## config.mk

```make
export PLATFORM = sky130hd
export DESIGN_NAME = ddr4_rcd_cw_ctrl
export DESIGN_NICKNAME = d
export VERILOG_FILES = /design/src/rtl/ddr4_rcd_cw_ctrl.sv
export SDC_FILE = /design/constraint.sdc
export NUM_CORES = 1
export LEC_CHECK = 0
export ABC_AREA = 1
export ABC_CLOCK_PERIOD_IN_PS = 2210
export BUFFER_PORTS_ARGS = -buffer_cell sky130_fd_sc_hd__buf_4
export CORE_MARGIN = 4
export CORE_UTILIZATION = 45
export DETAILED_ROUTE_END_ITERATION = 12
export GPL_TIMING_DRIVEN = 1
export PLACE_DENSITY = 0.73
export REMOVE_ABC_BUFFERS = 1
export SLEW_MARGIN = 20
export SYNTH_ARGS = -nofsm -noshare
export SYNTH_HDL_FRONTEND = slang
export SYNTH_SLANG_ARGS = --single-unit
```

## constraint.sdc

```tcl
create_clock -name CK_t -period 2.21 [get_ports CK_t]
set_input_delay 0.221 -clock CK_t [delete_from_list [all_inputs] [get_ports CK_t]]
set_output_delay 0.221 -clock CK_t [all_outputs]
set_load 0.01 [all_outputs]
```

## src/rtl/ddr4_rcd_cw_ctrl.sv

```systemverilog
// ddr4_rcd_cw_ctrl
// Control-word front end of the RDIMM register model. It snoops the host-side
// DCS/DA/DBA/DBG/DPAR command inputs and does three things:
//   - decodes MRS7 control-word writes into the RC0x (4-bit) and RCnx (8-bit)
//     register files,
//   - checks command/address parity when RC0E[0] is set,
//   - drives ALERT_n with a fixed-width low pulse.
// Ports:
//   CK_t, DRST_n      clock and synchronous active-low reset
//   DCS0_n, DCS1_n    chip selects; either one low marks a command cycle
//   DACT_n, DA, DBA,
//   DBG, DPAR         command/address bus and its even parity bit
//   ALERT_n           parity alert, active low, ALERT_PW cycles wide
//   cw4_words         RC00..RC0F, RC0x at [4x+3:4x]
//   cw8_words         RC1x..RCFx, index n at [8n+7:8n], [7:0] tied to 0
//   cw_wr_stb         one-cycle pulse per accepted write
//   cw_wr_idx         {DA[12],DA[11:8]} of the last accepted write
//   par_err_cnt       saturating parity-error count
//   tmrd_viol         sticky: a write was dropped inside the tMRD window
module ddr4_rcd_cw_ctrl #(
  parameter int ALERT_PW = 60,
  parameter int TMRD_CYC = 8
) (
  input  logic          CK_t,
  input  logic          DRST_n,
  input  logic          DCS0_n,
  input  logic          DCS1_n,
  input  logic          DACT_n,
  input  logic [17:0]   DA,
  input  logic [1:0]    DBA,
  input  logic [1:0]    DBG,
  input  logic          DPAR,
  output logic          ALERT_n,
  output logic [63:0]   cw4_words,
  output logic [127:0]  cw8_words,
  output logic          cw_wr_stb,
  output logic [4:0]    cw_wr_idx,
  output logic [7:0]    par_err_cnt,
  output logic          tmrd_viol
);

  localparam logic [7:0] ALERT_LOAD = 8'(ALERT_PW - 1);
  localparam logic [7:0] TMRD_LOAD  = 8'(TMRD_CYC - 1);

  typedef enum logic {
    IDLE  = 1'b0,
    ALERT = 1'b1
  } alert_state_e;

  alert_state_e state, state_nxt;
  logic [7:0]   alert_cnt, alert_cnt_nxt;
  logic [7:0]   hold_cnt;

  logic [3:0]   rc0 [16];
  logic [7:0]   rcx [1:15];

  logic cmd_cyc, par_en, par_odd, par_err;
  logic cw_dec, wr_req, hold_busy, wr_accept, wr_drop;

  // ---------------------------------------------------------------------------
  // Command decode
  // ---------------------------------------------------------------------------
  assign cmd_cyc   = ~DCS0_n | ~DCS1_n;
  // RC0E[0] as held before this edge; a write that clears it only takes
  // effect from the following cycle.
  assign par_en    = rc0[14][0];
  assign par_odd   = ^{DA, DACT_n, DBA, DBG, DPAR};
  assign par_err   = cmd_cyc & par_en & par_odd;

  assign cw_dec    = cmd_cyc & DACT_n & (DA[16:14] == 3'b000) &
                     (DBA == 2'b11) & DBG[0];
  // 8-bit index 0 is reserved: no write, no strobe, no tMRD bookkeeping.
  assign wr_req    = cw_dec & ~(DA[12] & (DA[11:8] == 4'h0));
  assign hold_busy = (hold_cnt != 8'd0);

  // Parity error outranks the tMRD check, which outranks acceptance.
  assign wr_accept = wr_req & ~par_err & ~hold_busy;
  assign wr_drop   = wr_req & ~par_err &  hold_busy;

  // ---------------------------------------------------------------------------
  // Control-word register files
  // ---------------------------------------------------------------------------
  // NOTE: the register files are reset like any other flop here; downstream
  // configuration decodes them straight out of reset, so X is not acceptable.
  always_ff @(posedge CK_t) begin
    if (!DRST_n) begin
      for (int n = 0; n < 16; n++) rc0[n] <= '0;
      for (int n = 1; n < 16; n++) rcx[n] <= '0;
      cw_wr_idx <= '0;
    end else if (wr_accept) begin
      for (int n = 0; n < 16; n++)
        if (!DA[12] && DA[11:8] == 4'(n)) rc0[n] <= DA[3:0];
      for (int n = 1; n < 16; n++)
        if (DA[12] && DA[11:8] == 4'(n)) rcx[n] <= DA[7:0];
      cw_wr_idx <= DA[12:8];
    end
  end

  always_comb begin
    // NOTE: every always_comb output gets a default first so no path can
    // leave it unassigned and infer a latch.
    cw4_words = '0;
    cw8_words = '0;
    for (int n = 0; n < 16; n++) cw4_words[4*n +: 4] = rc0[n];
    for (int n = 1; n < 16; n++) cw8_words[8*n +: 8] = rcx[n];
  end

  // ---------------------------------------------------------------------------
  // Strobe, tMRD hold counter, violation flag, error counter
  // ---------------------------------------------------------------------------
  // NOTE: sequential state uses non-blocking assignments so every flop samples
  // the pre-edge values regardless of statement order.
  always_ff @(posedge CK_t) begin
    if (!DRST_n) begin
      cw_wr_stb   <= 1'b0;
      hold_cnt    <= '0;
      tmrd_viol   <= 1'b0;
      par_err_cnt <= '0;
    end else begin
      cw_wr_stb <= wr_accept;

      // Loading TMRD_CYC-1 makes the next write legal exactly TMRD_CYC
      // cycles later; TMRD_CYC=1 loads 0 and allows back-to-back writes.
      if (wr_accept)      hold_cnt <= TMRD_LOAD;
      else if (hold_busy) hold_cnt <= hold_cnt - 8'd1;

      if (wr_drop) tmrd_viol <= 1'b1;

      if (par_err && par_err_cnt != 8'hFF) par_err_cnt <= par_err_cnt + 8'd1;
    end
  end

  // ---------------------------------------------------------------------------
  // Alert FSM: state register / next state / output
  // ---------------------------------------------------------------------------
  always_ff @(posedge CK_t) begin
    if (!DRST_n) begin
      state     <= IDLE;
      alert_cnt <= '0;
    end else begin
      state     <= state_nxt;
      alert_cnt <= alert_cnt_nxt;
    end
  end

  always_comb begin
    state_nxt     = state;
    alert_cnt_nxt = alert_cnt;
    unique case (state)
      IDLE: begin
        if (par_err) begin
          state_nxt     = ALERT;
          alert_cnt_nxt = ALERT_LOAD;
        end
      end
      ALERT: begin
        // Errors here are counted but never restart the pulse.
        if (alert_cnt == 8'd0) state_nxt     = IDLE;
        else                   alert_cnt_nxt = alert_cnt - 8'd1;
      end
      default: state_nxt = IDLE;
    endcase
  end

  always_comb begin
    ALERT_n = (state != ALERT);
  end

endmodule

```

After elaboration in Yosys (flattened, before gate mapping)
Memories as Yosys holds them, arrays and structs flattened.
Index checks and enable logic that the tools add are counted.
- register bits: 32
- bits in latches: 0
- RAM bits: 184
- bits in read-only memories: 0
- input bits: 28
- output and inout port bits: 208
- word-level logic and storage cells: 287
- memories kept: 2
- add/subtract/negate cells: 3
- multiply operators: 0
- divide/modulo/power cells: 0
- order comparisons: 0
- eq/ne operators: 19
- shifts and indexed selects: 0
- multiplexer cells: 164
- bitwise operators: 50
- reductions and logical operators: 41
- memories (memory ; words ; bits a word ; read ports ; clocked after Yosys merged registers in ; write ports ; line ; text):
    rcx ; 15 ; 8 ; 15 ; 0 ; 15 ; 55 ; logic [7:0] rcx [1:15];
    rc0 ; 16 ; 4 ; 16 ; 0 ; 16 ; 54 ; logic [3:0] rc0 [16];
- operator list (cell ; number):
    8-bit two-way mux ; 17
    1-bit two-way mux ; 127
    4-bit two-way mux ; 16
    4-bit equality test, second input constant ; 8
    1-bit logical AND ; 32
    1-bit OR ; 32
    24-bit XOR reduction ; 1
    4-bit by 3-bit equality test with 1-bit output, second input constant ; 4
    8-bit case mux with 2 select lines ; 1
    8-bit by 1-bit subtractor with 8-bit output, second input constant ; 2
    1-bit bitwise AND ; 11
    8-bit by 1-bit adder with 8-bit output, second input constant ; 1
    4-bit by 2-bit equality test with 1-bit output, second input constant ; 2
    8-bit zero test ; 1
    8-bit inequality test, second input constant ; 1
    8-bit nonzero test ; 1
    1-bit inverter ; 7
    3-bit two-way mux ; 2
    4-bit by 1-bit equality test with 1-bit output, second input constant ; 1
    4-bit zero test ; 1
    3-bit zero test ; 1
    2-bit equality test, second input constant ; 1
    2-bit by 1-bit inequality test with 1-bit output, second input constant ; 1
    2-bit inequality test, second input constant ; 1
    5 further kinds ; 5

Longest topological paths before layout
Gate-level depths: netlist of the first run.
- depth after elaboration: 13
- mapped depth: 18
- depth with buffers taken out: 18

Worst setup path after synthesis of the first run
Ideal clock, no wire load.
- kind: input to register
- start point: input DA[8]
- end point: register rcx[0][32] (netlist name)
- setup time: 0.329 ns
- arrival: 2.044 ns
- data required time: 1.881 ns
- setup slack: -0.163 ns
- cell stages on the path: 18
- path buffers: 1
- cell sequence: inv_1 -> ha_1 -> inv_1 -> nand2_1 -> nand2_1 -> nand2_1 -> nand2_1 -> nand3_1 -> nand2_1 -> nand2_1 -> nand2_1 -> nand2_1 -> nand3_2 -> nand3_4 -> nor2_2 -> buf_2 -> nand2_1 -> nand2_1
- RTL lines (what ; line ; text):
    start, declared ; 29 ; input logic [17:0] DA,

==> results of run 1 <==
layout make-up:
type	count	area [um2]
clock buffer	24	579.3
clock inverter	15	156.4
fill	1541	7172
inverter	72	270.3
multi-input combinational	509	2355
sequential	216	6166
tap	265	331.6
timing repair buffer	314	2432
timing repair:
| item | in CTS | in global routing |
|---|---|---|
| gates resized for setup | 0 | 7 |
| setup buffers | 0 | 1 |
| endpoints found under the setup margin | 0 | 80 |
routing by layer:
layer	track usage [%]	part of all wire [%]	up-vias	wire, um
met1	26.17	39	3253	9502
li1	-	-	3365	-
met2	36.94	50	310	12210
met3	4.436	8.2	50	2020
met4	7.643	3.1	0	757
met5	0	0	-	0
where the power goes:
part           internal [uW]  leakage (uW)  switching (uW)
Sequential              4650       0.00214             126
Clock                   2250      0.000355            1480
Combinational            583       0.00292             841
Total                   7480       0.00542            2440
logic make-up (layout without fill, tap and decap cells):
| kind of cell | after synthesis | count (layout) |
|---|---|---|
| flip-flops | 216 | 216 |
| other | 1 | 8 |
| buffers and inverters | 109 | 425 |
| AND/OR/NAND/NOR | 429 | 429 |
| XOR/XNOR | 13 | 13 |
| AO/OA/AOI/OAI | 45 | 45 |
| adder cells (fa/ha/maj) | 14 | 14 |
per-stage QoR:
stage	TNS [ns]	cells	cell area [um2]
finish	0	1415	12290
detailed placement	-61.87	1375	11530
global route	-0.05822	1415	12290
CTS	0	1414	12270
floorplan	-32.18	797	8773
global placement	-54.45	1375	11530
how the worst max path moves through the flow:
stage | from | to | slack (ns) | cells past startpoint
global route | DA[8] | rcx[0][28] | -0.005 | 19
global placement | DA[8] | rc0[1][22] | -0.38 | 18
finish | hold_cnt[4] | rcx[0][91] | 0.22 | 10
floorplan | DA[8] | rcx[0][100] | -0.42 | 17
detailed placement | DA[8] | rc0[1][26] | -0.38 | 18
CTS | DA[8] | rc0[1][17] | 0.10 | 18
sequential cells by signal, indices dropped and copies added, names as in the netlist:
| signal | count |
|---|---|
| hold_cnt | 8 |
| par_err_cnt | 8 |
| state | 1 |
| tmrd_viol | 1 |
| rcx | 120 |
| cw_wr_idx | 5 |
| alert_cnt | 8 |
| cw_wr_stb | 1 |
| rc0 | 64 |
cells in the final DEF (no fill, tap or decap), types with 14 or more instances in the layout:
| cell | netlist | layout |
|---|---|---|
| sky130_fd_sc_hd__buf_4 | 10 | 308 |
| sky130_fd_sc_hd__edfxtp_1 | 184 | 184 |
| sky130_fd_sc_hd__nor2_1 | 168 | 168 |
| sky130_fd_sc_hd__nand2_1 | 171 | 164 |
| sky130_fd_sc_hd__inv_1 | 68 | 68 |
| sky130_fd_sc_hd__nor3_1 | 40 | 40 |
| sky130_fd_sc_hd__dfxtp_1 | 32 | 32 |
| sky130_fd_sc_hd__nand3_1 | 27 | 27 |
| sky130_fd_sc_hd__o21ai_0 | 27 | 27 |
| sky130_fd_sc_hd__clkbuf_16 | 0 | 23 |
| sky130_fd_sc_hd__ha_1 | 14 | 14 |
critical path: cells and delay by family (launching register included):
kind	cells	cell delay, ns
buffers and inverters	3	0.43
and+or+nand+nor	7	0.91
DFF	1	0.33
==> impl_metrics.sql, run 1 <==
INSERT INTO impl_metrics (metric_group, metric, value, unit) VALUES
('outcome', 'outcome', 'finished, final reports clean', ''),
('sta', 'slew-limit-headroom', '58.38', '%'),
('detailed_routing', 'per_cell_routed_wire_length', '17.31', 'um'),
('critical_path', 'timing.critical_path.from_type', 'register', ''),
('sta', 'report.final.setup_viol', '0', ''),
('yosys', 'syn_area', '8925', 'um2'),
('finish', 'drive_gt1_share', '31.74', '%'),
('yosys', 'yosys_top_cell_area_share', '61.91', '%'),
('yosys', 'yosys_register_bits', '216', ''),
('clock_network', 'numCtsBuffers', '23', ''),
('critical_path', 'worstReg2RegStart', 'hold_cnt[4]', ''),
('yosys', 'synth_top_cells_by_area', 'sky130_fd_sc_hd__edfxtp_1 (62%), sky130_fd_sc_hd__nand2_1 (7.2%), sky130_fd_sc_hd__dfxtp_1 (7.2%)', ''),
('die', 'rows', '51', ''),
('critical_path', 'cp_cell_sequence', 'nor2_1 -> nand2_1 -> inv_1 -> nand4_1 -> inv_1 -> nand3_4 -> nor2_2 -> buf_12 -> nand2_1 -> nand2_2', ''),
('place', 'dp_hpwl', '17.98', 'mm'),
('run', 'max-cap-violations', '0', ''),
('worst_hold_path', 'hold_path.startpoint', 'DRST_n', ''),
('critical_path', 'r2r-end', 'rcx[0][91]', ''),
('power', 'leakage', '0.005415', 'uW'),
('worst_hold_path', 'worstHoldPathCells', '3', ''),
('power', 'power.total', '9922', 'uW'),
('yosys', 'synthesis.instances', '827', ''),
('yosys', 'synth-adder-area-share', '1.963', '%'),
('clock_network', 'clk-insertion-delay-late', '0.50', 'ns'),
('critical_path', 'timing.reg2reg.worst_path_depth', '10', ''),
('clock_network', 'cts_tree', 'yes', ''),
('detailed_routing', 'detail_route.iter0.violations', '409', ''),
('yosys', 'largest_family_of_logic_cells_by_synthesized_area', 'simple AND/OR/NAND/NOR gates', ''),
('power', 'pwr_density_cell', '807.3', 'nW/um2'),
('sta', 'slew_viol_final', '0', ''),
('finish', 'insertedDiodeCount', '0', ''),
('die', 'dieHeight', '148.8', 'um'),
('sta', 'period_share', '90.10', '%'),
('yosys', 'post-synth-top-count-cell', 'sky130_fd_sc_hd__edfxtp_1', ''),
('critical_path', 'highest_net_fanout_along_the_worst_path', '16', ''),
('detailed_routing', 'detail-route-antenna-nets', '0', ''),
('die', 'overall_die_area', '22150', 'um2'),
('critical_path', 'crit_path_top_delay_cell', 'sky130_fd_sc_hd__dfxtp_1', ''),
('global_routing', 'via_count_of_the_first_global_routing_pass', '6686', ''),
('yosys', 'synth-compound-area-share', '2.636', '%'),
('detailed_routing', 'finalWirelength', '24.49', 'mm'),
('yosys', 'synth_common_cells', 'sky130_fd_sc_hd__edfxtp_1 (184), sky130_fd_sc_hd__nand2_1 (171), sky130_fd_sc_hd__nor2_1 (168)', ''),
('yosys', 'ys_seq_area_share', '69.09', '%'),
('yosys', 'synth_edf_count', '184', ''),
('finish', 'postLayoutCoreUtil', '63.15', '%'),
('yosys', 'synth_warnings', '0', ''),
('detailed_routing', 'post-route-drc-count', '0', ''),
('finish', 'areaGrowthSynthToFinish', '37.71', '%'),
('critical_path', 'timing.setup.critical_path_class', 'register to register', ''),
('sta', 'finalWorstSetupSlack', '0.2189', 'ns'),
('clock_network', 'clock_tree.root_cell', 'sky130_fd_sc_hd__clkbuf_16', ''),
('global_routing', 'grt_antenna_before_repair', '0', ''),
('place', 'port_buffers', '227', ''),
('sta', 'hold_slack', '0.1092', 'ns'),
('die', 'initial_utilization', '45.86', '%'),
('global_routing', 'grt_start_max_net_pins', '33', ''),
('critical_path', 'worst_ep_arrival_time', '2.17', 'ns'),
('yosys', 'synth_largest_area_cell', 'sky130_fd_sc_hd__edfxtp_1', ''),
('worst_hold_path', 'whs_endpoint', 'par_err_cnt[6]', ''),
('clock_network', 'clock_sinks', '216', ''),
('sta', 'finalWorstPathRequiredPeriod', '1.991', 'ns'),
('die', 'coreArea', '19460', 'um2'),
('detailed_routing', 'total_number_of_vias', '6978', ''),
('critical_path', 'crit_path_end_kind', 'register', ''),
('worst_hold_path', 'hold_path_class', 'input pin to register', ''),
('yosys', 'synth_xor_area_share', '1.276', '%'),
('die', 'ioPinCount', '236', ''),
('power', 'worst_ir_drop_vdd', '0.0005738', 'V'),
('place', 'pre_cts_ws', '-0.3789', 'ns'),
('critical_path', 'rrSetupSlack', '0.22', 'ns'),
('yosys', 'synthMuxAreaShare', '0', '%');
Note: power is estimated with default switching activity, not from simulation.
==> run 2, diff against run 1 <==
--- a/config.mk
+++ b/config.mk
@@ -13,7 +13,7 @@
 export DETAILED_ROUTE_END_ITERATION = 12
 export GPL_TIMING_DRIVEN = 1
 export PLACE_DENSITY = 0.73
-export REMOVE_ABC_BUFFERS = 1
+export SKIP_CTS_REPAIR_TIMING = 1
 export SLEW_MARGIN = 20
 export SYNTH_ARGS = -nofsm -noshare
 export SYNTH_HDL_FRONTEND = slang
==> impl_metrics.sql, run 2 (same netlist as run 1, synthesis figures left out) <==
INSERT INTO impl_metrics (metric_group, metric, value, unit) VALUES
('outcome', 'outcome', 'finished, final reports clean', ''),
('clock_network', 'clock_sinks', '216', ''),
('finish', 'drive_gt1_share', '31.78', '%'),
('die', 'coreArea', '19460', 'um2'),
('clock_network', 'cts_tree', 'yes', ''),
('sta', 'hold_slack', '0.09608', 'ns'),
('place', 'place_area', '11450', 'um2'),
('die', 'die_width', '148.8', 'um'),
('critical_path', 'highest_net_fanout_along_the_worst_path', '8', ''),
('finish', 'postLayoutCoreUtil', '62.67', '%'),
('die', 'initial_utilization', '45.86', '%'),
('finish', 'areaGrowthSynthToFinish', '36.67', '%'),
('finish', 'final_design_area_no_fill', '12200', 'um2'),
('finish', 'finalNetCount', '1165', ''),
('worst_hold_path', 'hold_path_class', 'input pin to register', ''),
('power', 'power.total', '9939', 'uW'),
('sta', 'unrepaired_setup_endpoints_after_global_routing', 'true', ''),
('clock_network', 'clock_tree.root_cell', 'sky130_fd_sc_hd__clkbuf_16', ''),
('finish', 'layout.cells.most_common', 'sky130_fd_sc_hd__buf_4', ''),
('place', 'port_buffers', '227', ''),
('critical_path', 'worst_ep_arrival_time', '2.27', 'ns'),
('global_routing', 'grtUsageMet2', '36.58', '%'),
('sta', 'report.final.setup_viol', '0', ''),
('finish', 'layout.cells.most_common_list', 'sky130_fd_sc_hd__buf_4 (299), sky130_fd_sc_hd__edfxtp_1 (184), sky130_fd_sc_hd__nor2_1 (168)', ''),
('sta', 'fmax', '484.8', 'MHz'),
('finish', 'insertedDiodeCount', '0', ''),
('critical_path', 'timing.critical_path.from_type', 'input pin', ''),
('detailed_routing', 'detail-route-antenna-nets', '0', ''),
('power', 'worst_ir_drop_vdd', '0.0005572', 'V'),
('global_routing', 'grt_first_pass_wirelength', '37.12', 'mm'),
('global_routing', 'grt.overflow.total', '0', ''),
('detailed_routing', 'detail_route.iter0.violations', '467', ''),
('detailed_routing', 'detail_route.first_pass.iterations', '4', ''),
('power', 'pwr_density_cell', '814.8', 'nW/um2'),
('sta', 'fin_skew', '0.03019', 'ns'),
('sta', 'finalWorstPathRequiredPeriod', '2.063', 'ns'),
('finish', 'reg_top3', 'rcx (120), rc0 (64)', ''),
('die', 'rows', '51', ''),
('die', 'dieHeight', '148.8', 'um'),
('critical_path', 'crit_path_end_kind', 'register', ''),
('critical_path', 'cp.required', '2.42', 'ns'),
('global_routing', 'grt_use_met1', '27.63', '%'),
('critical_path', 'cp_cell_sequence', 'buf_4 -> inv_1 -> ha_1 -> inv_1 -> nand2_1 -> nand2_1 -> nand2_1 -> nand2_1 -> nand3_1 -> nand2_1 -> nand2_1 -> nand2_1 -> nand2_1 -> nand3_2 -> nand2_1 -> nor2_2 -> nand2_1 -> nand2_2', ''),
('critical_path', 'slowest_delay', '0.32', 'ns'),
('global_routing', 'groute.layer.met3.usage', '4.862', '%'),
('clock_network', 'numCtsBuffers', '22', ''),
('detailed_routing', 'drt-vias-per-instance', '4.965', ''),
('clock_network', 'worst_setup_hold_path_clk_slew', '0.06', 'ns'),
('finish', 'largest_register_ffs', '120', ''),
('detailed_routing', 'post-route-drc-count', '0', ''),
('global_routing', 'grt_start_max_net_pins', '42', ''),
('detailed_routing', 'per_cell_routed_wire_length', '17.54', 'um'),
('place', 'placedCellCount', '1362', ''),
('detailed_routing', 'total_number_of_vias', '6971', ''),
('clock_network', 'clock_tree.htree_level_count', '1', ''),
('global_routing', 'grt_use_total', '21.63', '%'),
('clock_network', 'clk-insertion-delay-late', '0.52', 'ns'),
('critical_path', 'critPathMostFrequentCell', 'sky130_fd_sc_hd__nand2_1', ''),
('place', 'dp_hpwl', '18.15', 'mm'),
('sta', 'period_share', '93.33', '%'),
('clock_network', 'clock_path_buffers', '3', ''),
('run', 'max-cap-violations', '0', ''),
('global_routing', 'grt_antenna_before_repair', '0', ''),
('finish', 'finalNonFillerCells', '1404', ''),
('place', 'gp_weighted_congestion', '0.8471', ''),
('global_routing', 'globalRoute.busiestLayer', 'met2', ''),
('critical_path', 'crit_path_top_delay_cell', 'sky130_fd_sc_hd__ha_1', ''),
('critical_path', 'timing.setup.critical_path_class', 'input pin to register', ''),
('die', 'overall_die_area', '22150', 'um2'),
('sta', 'report.final.hold_viol_count', '0', ''),
('finish', 'regMostFlops', 'rcx', ''),
('detailed_routing', 'finalWirelength', '24.62', 'mm'),
('die', 'ioPinCount', '236', ''),
('power', 'leakage', '0.005346', 'uW'),
('global_routing', 'via_count_of_the_first_global_routing_pass', '6830', ''),
('sta', 'slew_viol_final', '0', '');
[run 2: cell types whose count changed in the layout (fill, tap and decap cells not counted), sizes merged]
| cell | delta |
|---|---|
| buf | -13 |
| clkbuf | +1 |
| clkinv | -1 |
| inv | +1 |
| nor2 | +1 |
[run 2: final timing paths]
path | endpoint | slack [ns] | cells after the start | start
worst min register to register | cw_wr_idx[4] | 0.47 | 2 | cw_wr_idx[4]
worst min-delay path | tmrd_viol | 0.1 | 2 | DRST_n
worst max register to register | rc0[0][3] | 0.20 | 9 | hold_cnt[4]
worst max-delay path | rcx[0][11] | 0.15 | 18 | DA[8]
[run 2: through the flow]
stage	worst slack (ns)	TNS (ns)
6_report	0.1474	0
5_1_grt	-0.03618	-0.5730
4_1_cts	0.1561	0
3_5_place_dp	-0.3713	-56.07
3_3_place_gp	-0.3357	-41.53
2_1_floorplan	-0.04263	-2.195
[run 2: power by group]
| group | internal, uW | switching [uW] |
|---|---|---|
| Clock | 2190 | 1540 |
| Sequential | 4650 | 129 |
| Combinational | 574 | 850 |
[run 2: final cells by class]
cell class / count / area (um2)
clock buffers: 25 / 561.8
clock inverters: 15 / 165.2
fillers: 1539 / 7264
inverters: 72 / 270.3
multi-input cells: 510 / 2419
flip-flops and latches: 216 / 6166
well taps: 265 / 331.6
repair buffers: 301 / 2285
[run 2: layer usage]
| metal | wire (um) | part of all wire (%) |
|---|---|---|
| met2 | 11940 | 49 |
| met5 | 0 | 0 |
| met4 | 839 | 3.4 |
| met1 | 9497 | 39 |
| met3 | 2340 | 9.5 |
[run 2: critical path: cells and delay by family]
kind	cells	cell delay [ns]
buffers and inverters	3	0.20
AND/OR/NAND/NOR	14	1.51
adder cells (fa/ha/maj)	1	0.32
